## src/rtl/pixel_pair_proc_if.sv

```systemverilog
// Bus between the image-read stage, pixel_pair_proc and the BMP writer.
// The `invert` control exists only when PIXEL_PROC_INVERT_EN is defined.
interface pixel_pair_proc_if #(parameter int CNT_W = 16);
  logic             frame_start;
  logic [1:0]       mode;
  logic [7:0]       value;
`ifdef PIXEL_PROC_INVERT_EN
  logic             invert;
`endif
  logic             in_valid;
  logic [7:0]       R0_IN, G0_IN, B0_IN, R1_IN, G1_IN, B1_IN;
  logic             hsync;
  logic [7:0]       DATA_WRITE_R0, DATA_WRITE_G0, DATA_WRITE_B0;
  logic [7:0]       DATA_WRITE_R1, DATA_WRITE_G1, DATA_WRITE_B1;
  logic [CNT_W-1:0] col_cnt, row_cnt;
  logic             Write_Done, overrun;

  modport master (
    output frame_start, mode, value,
`ifdef PIXEL_PROC_INVERT_EN
    output invert,
`endif
    output in_valid, R0_IN, G0_IN, B0_IN, R1_IN, G1_IN, B1_IN,
    input  hsync, DATA_WRITE_R0, DATA_WRITE_G0, DATA_WRITE_B0,
    input  DATA_WRITE_R1, DATA_WRITE_G1, DATA_WRITE_B1,
    input  col_cnt, row_cnt, Write_Done, overrun
  );

  modport slave (
    input  frame_start, mode, value,
`ifdef PIXEL_PROC_INVERT_EN
    input  invert,
`endif
    input  in_valid, R0_IN, G0_IN, B0_IN, R1_IN, G1_IN, B1_IN,
    output hsync, DATA_WRITE_R0, DATA_WRITE_G0, DATA_WRITE_B0,
    output DATA_WRITE_R1, DATA_WRITE_G1, DATA_WRITE_B1,
    output col_cnt, row_cnt, Write_Done, overrun
  );
endinterface

```

## src/rtl/pixel_pair_proc.sv

```systemverilog
// Two-pixel-per-clock point-operation stage feeding the BMP writer.
// Define PIXEL_PROC_INVERT_EN to add the per-frame `invert` output stage.

module pp_lane #(parameter int VEC_W = 8) (
  input  logic [1:0]       mode_i,
  input  logic [VEC_W-1:0] value_i,
`ifdef PIXEL_PROC_INVERT_EN
  input  logic             invert_i,
`endif
  input  logic [VEC_W-1:0] pix_i,
  output logic [VEC_W-1:0] pix_o
);
  logic [VEC_W:0]   sum, diff;
  logic [VEC_W-1:0] res;

  // Carry/borrow in the extra bit drives saturation.
  assign sum  = {1'b0, pix_i} + {1'b0, value_i};
  assign diff = {1'b0, pix_i} - {1'b0, value_i};

  always_comb begin
    res = pix_i;
    case (mode_i)
      2'd1:    res = sum[VEC_W]  ? '1 : sum[VEC_W-1:0];
      2'd2:    res = diff[VEC_W] ? '0 : diff[VEC_W-1:0];
      2'd3:    res = (pix_i >= value_i) ? '1 : '0;
      default: res = pix_i;
    endcase
`ifdef PIXEL_PROC_INVERT_EN
    pix_o = invert_i ? ~res : res;
`else
    pix_o = res;
`endif
  end
endmodule

module pixel_pair_proc #(
  parameter int WIDTH  = 500,
  parameter int HEIGHT = 500,
  parameter int CNT_W  = 16
) (
  input  logic             HCLK,
  input  logic             HRESET,
  pixel_pair_proc_if.slave bus
);
  localparam int NUM_LANES = 6;
  localparam int VEC_W     = 8;
  localparam int STAGES    = 2;
  localparam logic [CNT_W-1:0] COL_LAST = CNT_W'(WIDTH/2 - 1);
  localparam logic [CNT_W-1:0] ROW_LAST = CNT_W'(HEIGHT - 1);

  typedef enum logic [1:0] {IDLE, RUN, DONE} state_e;
  typedef struct packed {
    logic [1:0]       mode;
    logic [VEC_W-1:0] value;
`ifdef PIXEL_PROC_INVERT_EN
    logic             inv;
`endif
  } cfg_t;

  state_e state_q, state_d;
  cfg_t   cfg_q, cfg_d;
  logic [STAGES:1] vld_pipe_q, vld_pipe_d;
  logic [NUM_LANES-1:0][VEC_W-1:0] in_pix, s1_pix_q, s1_pix_d, s2_res, out_pix_q, out_pix_d;
  logic [CNT_W-1:0] col_q, col_d, row_q, row_d;
  logic ovr_q, ovr_d;
  logic accept, last_out, write_done, drop;

  // Lane order: R0, G0, B0, R1, G1, B1.
  assign in_pix = {bus.B1_IN, bus.G1_IN, bus.R1_IN, bus.B0_IN, bus.G0_IN, bus.R0_IN};

  // A row ends when the emitted pair just wrapped col back to 0.
  assign last_out = vld_pipe_q[STAGES] && (col_q == '0) && (row_q == ROW_LAST);

  // FSM: state register
  always_ff @(posedge HCLK) begin
    if (HRESET) state_q <= IDLE;
    else        state_q <= state_d;
  end

  // FSM: next state
  always_comb begin
    state_d = state_q;
    if (bus.frame_start) state_d = RUN;
    else begin
      case (state_q)
        RUN:     if (last_out) state_d = DONE;
        default: state_d = state_q;
      endcase
    end
  end

  // FSM: outputs
  always_comb begin
    accept     = bus.in_valid && (bus.frame_start || state_q == RUN);
    drop       = bus.in_valid && !bus.frame_start && state_q == DONE;
    write_done = (state_q == DONE);
  end

  always_comb begin
    cfg_d = cfg_q;
    if (bus.frame_start) begin
      cfg_d.mode  = bus.mode;
      cfg_d.value = bus.value;
`ifdef PIXEL_PROC_INVERT_EN
      cfg_d.inv   = bus.invert;
`endif
    end
    // frame_start kills whatever sits in stage 1; a same-cycle pair still enters.
    vld_pipe_d[1]      = accept;
    vld_pipe_d[STAGES] = vld_pipe_q[1] && !bus.frame_start;
    s1_pix_d  = accept ? in_pix : s1_pix_q;
    out_pix_d = vld_pipe_d[STAGES] ? s2_res : out_pix_q;
    col_d = col_q;
    row_d = row_q;
    ovr_d = ovr_q | drop;
    if (bus.frame_start) begin
      col_d = '0;
      row_d = '0;
      ovr_d = 1'b0;
    end else begin
      if (vld_pipe_d[STAGES]) col_d = (col_q == COL_LAST) ? '0 : col_q + 1'b1;
      if (vld_pipe_q[STAGES] && col_q == '0) row_d = (row_q == ROW_LAST) ? '0 : row_q + 1'b1;
    end
  end

  for (genvar l = 0; l < NUM_LANES; l++) begin : g_lane
    pp_lane #(.VEC_W(VEC_W)) u_lane (
      .mode_i   (cfg_q.mode),
      .value_i  (cfg_q.value),
`ifdef PIXEL_PROC_INVERT_EN
      .invert_i (cfg_q.inv),
`endif
      .pix_i    (s1_pix_q[l]),
      .pix_o    (s2_res[l])
    );
  end

  always_ff @(posedge HCLK) begin
    if (HRESET) begin
      cfg_q      <= '0;
      vld_pipe_q <= '0;
      s1_pix_q   <= '0;
      out_pix_q  <= '0;
      col_q      <= '0;
      row_q      <= '0;
      ovr_q      <= 1'b0;
    end else begin
      cfg_q      <= cfg_d;
      vld_pipe_q <= vld_pipe_d;
      s1_pix_q   <= s1_pix_d;
      out_pix_q  <= out_pix_d;
      col_q      <= col_d;
      row_q      <= row_d;
      ovr_q      <= ovr_d;
    end
  end

  assign bus.hsync         = vld_pipe_q[STAGES];
  assign bus.DATA_WRITE_R0 = out_pix_q[0];
  assign bus.DATA_WRITE_G0 = out_pix_q[1];
  assign bus.DATA_WRITE_B0 = out_pix_q[2];
  assign bus.DATA_WRITE_R1 = out_pix_q[3];
  assign bus.DATA_WRITE_G1 = out_pix_q[4];
  assign bus.DATA_WRITE_B1 = out_pix_q[5];
  assign bus.col_cnt       = col_q;
  assign bus.row_cnt       = row_q;
  assign bus.Write_Done    = write_done;
  assign bus.overrun       = ovr_q;
endmodule

```

## src/flat_wrapper.sv

```systemverilog
// flat-port wrapper written by rule: the top's interface ports become plain ports
module pixel_pair_proc_flat 
#(
  parameter int WIDTH  = 500,
  parameter int HEIGHT = 500,
  parameter int CNT_W  = 16
)
  (HCLK, HRESET, bus_frame_start, bus_mode, bus_value, bus_in_valid, bus_R0_IN, bus_G0_IN, bus_B0_IN, bus_R1_IN, bus_G1_IN, bus_B1_IN, bus_hsync, bus_DATA_WRITE_R0, bus_DATA_WRITE_G0, bus_DATA_WRITE_B0, bus_DATA_WRITE_R1, bus_DATA_WRITE_G1, bus_DATA_WRITE_B1, bus_col_cnt, bus_row_cnt, bus_Write_Done, bus_overrun);
  pixel_pair_proc_if #(.CNT_W(CNT_W)) bus_i ();
  input  logic HCLK;
  input  logic HRESET;
  input wire logic [$bits(bus_i.frame_start)-1:0] bus_frame_start;
  input wire logic [$bits(bus_i.mode)-1:0] bus_mode;
  input wire logic [$bits(bus_i.value)-1:0] bus_value;
  input wire logic [$bits(bus_i.in_valid)-1:0] bus_in_valid;
  input wire logic [$bits(bus_i.R0_IN)-1:0] bus_R0_IN;
  input wire logic [$bits(bus_i.G0_IN)-1:0] bus_G0_IN;
  input wire logic [$bits(bus_i.B0_IN)-1:0] bus_B0_IN;
  input wire logic [$bits(bus_i.R1_IN)-1:0] bus_R1_IN;
  input wire logic [$bits(bus_i.G1_IN)-1:0] bus_G1_IN;
  input wire logic [$bits(bus_i.B1_IN)-1:0] bus_B1_IN;
  output wire logic [$bits(bus_i.hsync)-1:0] bus_hsync;
  output wire logic [$bits(bus_i.DATA_WRITE_R0)-1:0] bus_DATA_WRITE_R0;
  output wire logic [$bits(bus_i.DATA_WRITE_G0)-1:0] bus_DATA_WRITE_G0;
  output wire logic [$bits(bus_i.DATA_WRITE_B0)-1:0] bus_DATA_WRITE_B0;
  output wire logic [$bits(bus_i.DATA_WRITE_R1)-1:0] bus_DATA_WRITE_R1;
  output wire logic [$bits(bus_i.DATA_WRITE_G1)-1:0] bus_DATA_WRITE_G1;
  output wire logic [$bits(bus_i.DATA_WRITE_B1)-1:0] bus_DATA_WRITE_B1;
  output wire logic [$bits(bus_i.col_cnt)-1:0] bus_col_cnt;
  output wire logic [$bits(bus_i.row_cnt)-1:0] bus_row_cnt;
  output wire logic [$bits(bus_i.Write_Done)-1:0] bus_Write_Done;
  output wire logic [$bits(bus_i.overrun)-1:0] bus_overrun;
  assign bus_i.frame_start = bus_frame_start;
  assign bus_i.mode = bus_mode;
  assign bus_i.value = bus_value;
  assign bus_i.in_valid = bus_in_valid;
  assign bus_i.R0_IN = bus_R0_IN;
  assign bus_i.G0_IN = bus_G0_IN;
  assign bus_i.B0_IN = bus_B0_IN;
  assign bus_i.R1_IN = bus_R1_IN;
  assign bus_i.G1_IN = bus_G1_IN;
  assign bus_i.B1_IN = bus_B1_IN;
  assign bus_hsync = bus_i.hsync;
  assign bus_DATA_WRITE_R0 = bus_i.DATA_WRITE_R0;
  assign bus_DATA_WRITE_G0 = bus_i.DATA_WRITE_G0;
  assign bus_DATA_WRITE_B0 = bus_i.DATA_WRITE_B0;
  assign bus_DATA_WRITE_R1 = bus_i.DATA_WRITE_R1;
  assign bus_DATA_WRITE_G1 = bus_i.DATA_WRITE_G1;
  assign bus_DATA_WRITE_B1 = bus_i.DATA_WRITE_B1;
  assign bus_col_cnt = bus_i.col_cnt;
  assign bus_row_cnt = bus_i.row_cnt;
  assign bus_Write_Done = bus_i.Write_Done;
  assign bus_overrun = bus_i.overrun;
  pixel_pair_proc #(.WIDTH(WIDTH), .HEIGHT(HEIGHT), .CNT_W(CNT_W)) u_core (.HCLK(HCLK), .HRESET(HRESET), .bus(bus_i));
endmodule
```

## config.mk

```make
export PLATFORM = sky130hd
export DESIGN_NAME = pixel_pair_proc_flat
export DESIGN_NICKNAME = d
export VERILOG_FILES = /design/src/rtl/pixel_pair_proc_if.sv /design/src/rtl/pixel_pair_proc.sv /design/src/flat_wrapper.sv
export SDC_FILE = /design/constraint.sdc
export NUM_CORES = 1
export LEC_CHECK = 0
export CAP_MARGIN = 20
export CORE_ASPECT_RATIO = 1.25
export CORE_MARGIN = 5
export CORE_UTILIZATION = 56
export CTS_CLUSTER_DIAMETER = 150
export CTS_CLUSTER_SIZE = 10
export DETAILED_ROUTE_END_ITERATION = 6
export HOLD_SLACK_MARGIN = 0.05
export PLACE_DENSITY = 0.81
export SYNTH_ARGS = -nofsm -noshare
export SYNTH_HDL_FRONTEND = slang
export SYNTH_SLANG_ARGS = --single-unit
```

## constraint.sdc

```tcl
create_clock -name HCLK -period 4.2 [get_ports HCLK]
set_input_delay 0.63 -clock HCLK [delete_from_list [all_inputs] [get_ports HCLK]]
set_output_delay 0.63 -clock HCLK [all_outputs]
set_load 0.02 [all_outputs]
```

======== Yosys cells after proc, flatten, opt, wreduce, memory -nomap -nowiden ========
Index checks and enable logic that the tools add are counted.
Widths: inputs -> output; s select.
cells by class
  add/sub/neg operators ................... 14
  $lt $le $gt $ge ......................... 6
  equality and inequality tests ........... 7
  mux-type cells .......................... 29
  bitwise operators ....................... 1
  reductions and logical operators ........ 14
operators with widths
  kind                   number
  $mux 8                 18
  $pmux 8 s3             6
  $add 8x8->9            6
  $sub 8x8->9            6
  $ge 8x8->1             6
  $add 16x1->16 const B  2
  $mux 16                2
  $eq 16x8->1 const B    1
  $eq 16x9->1 const B    1
  $logic_not 16->1       1
  $eq 2x2->1 const B     3
  $logic_and 1x1->1      6
  $eq 2x1->1 const B     2
  $reduce_and 2->1       2
  $reduce_bool 2->1      2
  $mux 1                 3
  $reduce_or 2->1        1
  $logic_not 1->1        1
  $logic_or 1x1->1       1
  $or 1x1->1             1
storage, ports and cells
  register bits after elaboration ......... 143
  bits of input ports ..................... 62
  output and inout port bits .............. 83
  logic and storage cells ................. 91

======== Logic depth before layout (Yosys ltp) ========
  depth in word-level cells ............... 6
  gate-level depth with buffers ........... 12
  gate-level depth less buffers ........... 11

======== By module ========
Synthesis repeated with hierarchy kept, for this count alone.
second synthesis, totals
  cells, all modules ...................... 1536
  area total of the unflattened synthesis .. 11509.8 sq um
modules (own cells, without submodules)
  module                                  times used  cells each  area each (sq um)
  pixel_pair_proc                         1           690         5616.6
  pp_lane at u_core.g_lane[2].u_lane ...  3           149         1008.5
  pp_lane at u_core.g_lane[0].u_lane ...  2           127         943.4
  pp_lane at u_core.g_lane[5].u_lane      1           145         980.9

======== Worst setup path after synthesis ========
OpenSTA, ideal clock, no wires.
  path kind ............................... flip-flop to flip-flop
  start ................................... register u_core.cfg_q[1] (netlist name)
  end ..................................... register u_core.out_pix_q (netlist bit u_core.bus.DATA_WRITE_R1[3])
  setup time .............................. 117 ps
  arrival ................................. 2971 ps
  data required time ...................... 4083 ps
  setup slack ............................. 1112 ps
  cell stages (with the launch flop) ...... 10
  path buffers ............................ 0
  period minus slack after synthesis ...... 3088 ps
  cells stage by stage .................... dfxtp_1 inv_1 fa_1 a211oi_1 nor3b_1 o31ai_1 a21oi_1 a211oi_1 a2bb2o_1 a22o_1
on the way
  longest elaborated chain between the ends .. 3
  elaborated cells between the ends (all ways) .. 7
  those cells by class .................... 2 x add/sub; 1 x order compare; 4 x mux
RTL lines
  item                                       line                                                                 text
  from (decl)                                pixel_pair_proc.sv:61                                                cfg_t cfg_q, cfg_d;
  from (signal assigned)                     pixel_pair_proc.sv:148                                               cfg_q <= cfg_d;
  $sub 8x8->9, or another cell as far along  pixel_pair_proc.sv:18                                                assign diff = {1'b0, pix_i} - {1'b0, value_i};
  $mux 8 (on tied branches)                  pixel_pair_proc.sv:24, pixel_pair_proc.sv:23, pixel_pair_proc.sv:25
  $pmux 8 s3 (*)                             pixel_pair_proc.sv:22                                                case (mode_i)
  to (signal assigned)                       pixel_pair_proc.sv:151                                               out_pix_q <= out_pix_d;
  to (decl)                                  pixel_pair_proc.sv:63                                                logic [NUM_LANES-1:0][VEC_W-1:0] in_pix, s1_pix_q, s1_pix_d, s2_res, out_pix_q, out_pix_d;
Every way passes the cells marked *; elsewhere a longest branch is shown, timed or not.
A chain may end at the register's enable or synchronous reset.

======== Worst setup path in the final report ========
  start ................................... register u_core.cfg_q[0] (netlist name)
  end ..................................... register u_core.out_pix_q (netlist bit u_core.bus.DATA_WRITE_B0[7])
The elaborated chain is that of the path after synthesis.

==> flow_summary.toml <==
[floorplanning]
die_area_sq_um = 21300
core_sq_um = 18200
start_util = 0.570
rows = 55
die_y_microns = 162
die_w_microns = 132
io_pins = 145

[power_and_ir_drop]
p_per_area_nw_per_um2 = 320
p_comb_frac = 0.243
ir_drop_mv = 0.280
swShare = 0.328
p_leak_nw = 5.11
power.switching_mw = 1.32
intPower_mw = 2.69
clock_power_share = 0.393
power_frac_seq = 0.364

[logic_synthesis]
syn_inst = 1353
yosys_most_used_dff = "dfxtp_1"
async_reset_ff_frac = 0
ys_types = 77
synth-seq-area-share = 0.277
synthTopCellsByArea = "dfxtp_1 (28%), ha_1 (12%), a21oi_1 (6.6%)"
synth_warnings = 0
syn_area_sq_um = 10300
synth_edf_count = 0
avgSynthCellArea_sq_um = 7.65
ys_ff_latch = 143
synthesis.nets = 1527
synth_top_cell_by_area = "dfxtp_1"
yosysTopAreaCellShare = 0.277

[routing]
num_vias = 10700
first_iter_violations = 870
wl_per_cell_microns = 19.7
drc = 0
drtAntennaViolNets = 0
drt_pre_antenna_iters = 6
drt-total-wl_microns = 33600
vias_per_cell = 6.28

[cells_and_area]
final_nets = 1635
mostFrequentLayoutCells = "nand2_1 (178), clkdlybuf4s50_1 (143), dfxtp_1 (143), a21oi_1 (136), nor2_1 (115)"
final_common_cell = "nand2_1"
layout.cells.non_filler = 1702
area_growth_pct = 21.3
drive_above_1_share = 0.0488
fillCellCount = 1566
diodes = 0

[global_routing]
grt-ovfl-total = 0
grt_use_met2 = 0.523
grt_pass1_vias = 10300
track_usage = 0.307
grt_most_used_layer = "met2"
grt_max_degree = 75
antenna_found_initial = 0
grt_pass1_wl_microns = 53500
grt_util_met3 = 0.0458
grt_util_met1 = 0.386

[clock_tree]
cts_tree = "built"
cts_resized = 0
cts_inserted_buffers = 17
insertion_delay_ns = 0.43
clockBufferDepth = 2
cts.sinks = 143
cts_setup_buffers = 0
path_clk_slew_ns = 0.07
ctsHoldBuffers = 0
cts_root_buf = "clkbuf_16"
ctsHtreeMaxLevel = 4

[worst_setup_path]
r2r_slack_ns = 0.82
crit_start = "u_core.cfg_q[0]"
r2r-start = "u_core.cfg_q[0]"
crit_fanout = 9
end_kind = "flip-flop"
r2r_cells = 9
cp-endpoint = "u_core.bus.DATA_WRITE_B0[7]"
arrival_ns = 3.65
cp.required_ns = 4.47
timing.rr.end = "u_core.bus.DATA_WRITE_B0[7]"
worstSetupPathType = "flip-flop to flip-flop"
startpoint_type = "flip-flop"

[place]
port_buffers = 144
gp_congestion = 0.995
place_inst = 1670
place_hpwl_microns = 23800
dp_slack_ns = 0.701

[job]
drv_cap = 0

[timing]
skew_ns = 0.00744
finalHoldViolCount = 0
worst_pin_slew_ns = 1.04
slew_headroom = 0.303
drv_slew = 0
period_needed_ns = 3.38
rsz0062_at_grt = "no"
fin_ws_ns = 0.816
clock.fmax_mhz = 295
finalCritPeriodShare = 0.806
setup_viol = 0
tns_ns = 0

[worst_hold_path]
min_from = "u_core.bus.DATA_WRITE_G0[0]"
min_path_cells = 2
hold_class = "flip-flop to flip-flop"

[status]
outcome = "complete, no violations"
==> logic make-up after synthesis <==
| group | synth area share |
|---|---|
| AOI/OAI and AO/OA | 0.268 |
| buffers and inverters | 0.0547 |
| and+or+nand+nor | 0.201 |
| muxes | 0.0167 |
| xor gates and xnor gates | 0.0389 |
| DFF | 0.277 |
| adders and majority gates | 0.144 |
==> power by group through the flow <==
stage,combinational (mW),sequential (mW),clock (mW)
global placement,0.946,1.49,0
CTS,0.959,1.46,1.59
detailed placement,0.952,1.49,0
finish,0.973,1.46,1.58
floorplan,0.637,1.49,0
global route,1.06,1.47,1.66
==> per-layer routing <==
metal	vias up	wire length, microns
met1	5074	13700
met3	89	2650
met5	-	0
met4	0	1340
met2	498	15900
li1	5036	-
==> worst max-delay path, cell delays in order, from the launching register on <==
cell and delay, ns:
dfxtp_1 0.50, ha_1 0.33, fa_1 0.47, nor2b_1 0.15, o21bai_1 0.19, a221oi_1 0.16
o41ai_1 0.41, o221ai_1 0.38, a2111oi_0 0.48, a211oi_1 0.13
==> how the worst min path moves through the flow <==
stage,endpoint
4_1_cts,u_core.bus.DATA_WRITE_G0[0]
3_3_place_gp,u_core.bus.DATA_WRITE_G0[0]
3_5_place_dp,u_core.bus.DATA_WRITE_G0[0]
2_1_floorplan,u_core.s1_pix_q[24]
6_report,u_core.bus.DATA_WRITE_G0[0]
5_1_grt,u_core.bus.DATA_WRITE_G0[2]
==> registers in the layout, summed over array words and instances, names as in the netlist <==
name                      cells
u_core.bus.overrun            1
u_core.s1_pix_q              48
u_core.bus.row_cnt           16
u_core.bus.col_cnt           16
u_core.bus.DATA_WRITE_B0      8
u_core.bus.DATA_WRITE_G0      8
u_core.bus.DATA_WRITE_B1      8
u_core.bus.DATA_WRITE_G1      8
u_core.bus.DATA_WRITE_R1      8
u_core.state_q                2
u_core.bus.DATA_WRITE_R0      8
u_core.cfg_q                 10
u_core.vld_pipe_q             2
==> layout make-up <==
class,instances,area (sq um),area share
clock inverters,14,169,0.0135
inverters,69,259,0.0206
multi-input cells,1063,6940,0.553
clock buffers,18,429,0.0342
well taps,228,285,0.0227
flip-flops and latches,143,2860,0.228
repair buffers,167,1610,0.128
==> cell usage after synthesis (7+ instances only) <==
cell	n
nand2_1	178
dfxtp_1	143
a21oi_1	136
nor2_1	116
o21ai_0	106
ha_1	100
clkbuf_1	69
inv_1	69
nand3_1	28
a21o_1	25
xnor2_1	24
nor3_1	22
xor2_1	22
a211oi_1	21
nor2b_1	20
nand2b_1	19
o211ai_1	16
o21a_1	16
mux2i_1	15
or3_1	15
and3_1	14
o221ai_1	14
a221oi_1	12
fa_1	12
o22ai_1	12
nand4_1	11
a31oi_1	8
a221o_1	7
o31ai_1	7
==> stage by stage <==
step / instance area (sq um) / hold WS, ns / util / power (mW)
after floorplan: 10300 / 0.454 / - / 2.13
after global placement: 12000 / 0.428 / 0.658 / 2.43
after detailed placement: 12000 / 0.440 / 0.658 / 2.44
after CTS: 12600 / 0.449 / 0.691 / 4.01
after global routing: 12600 / 0.469 / 0.691 / 4.19
final: 12600 / 0.448 / 0.691 / 4.01
Power figures use the tool's default switching activity.
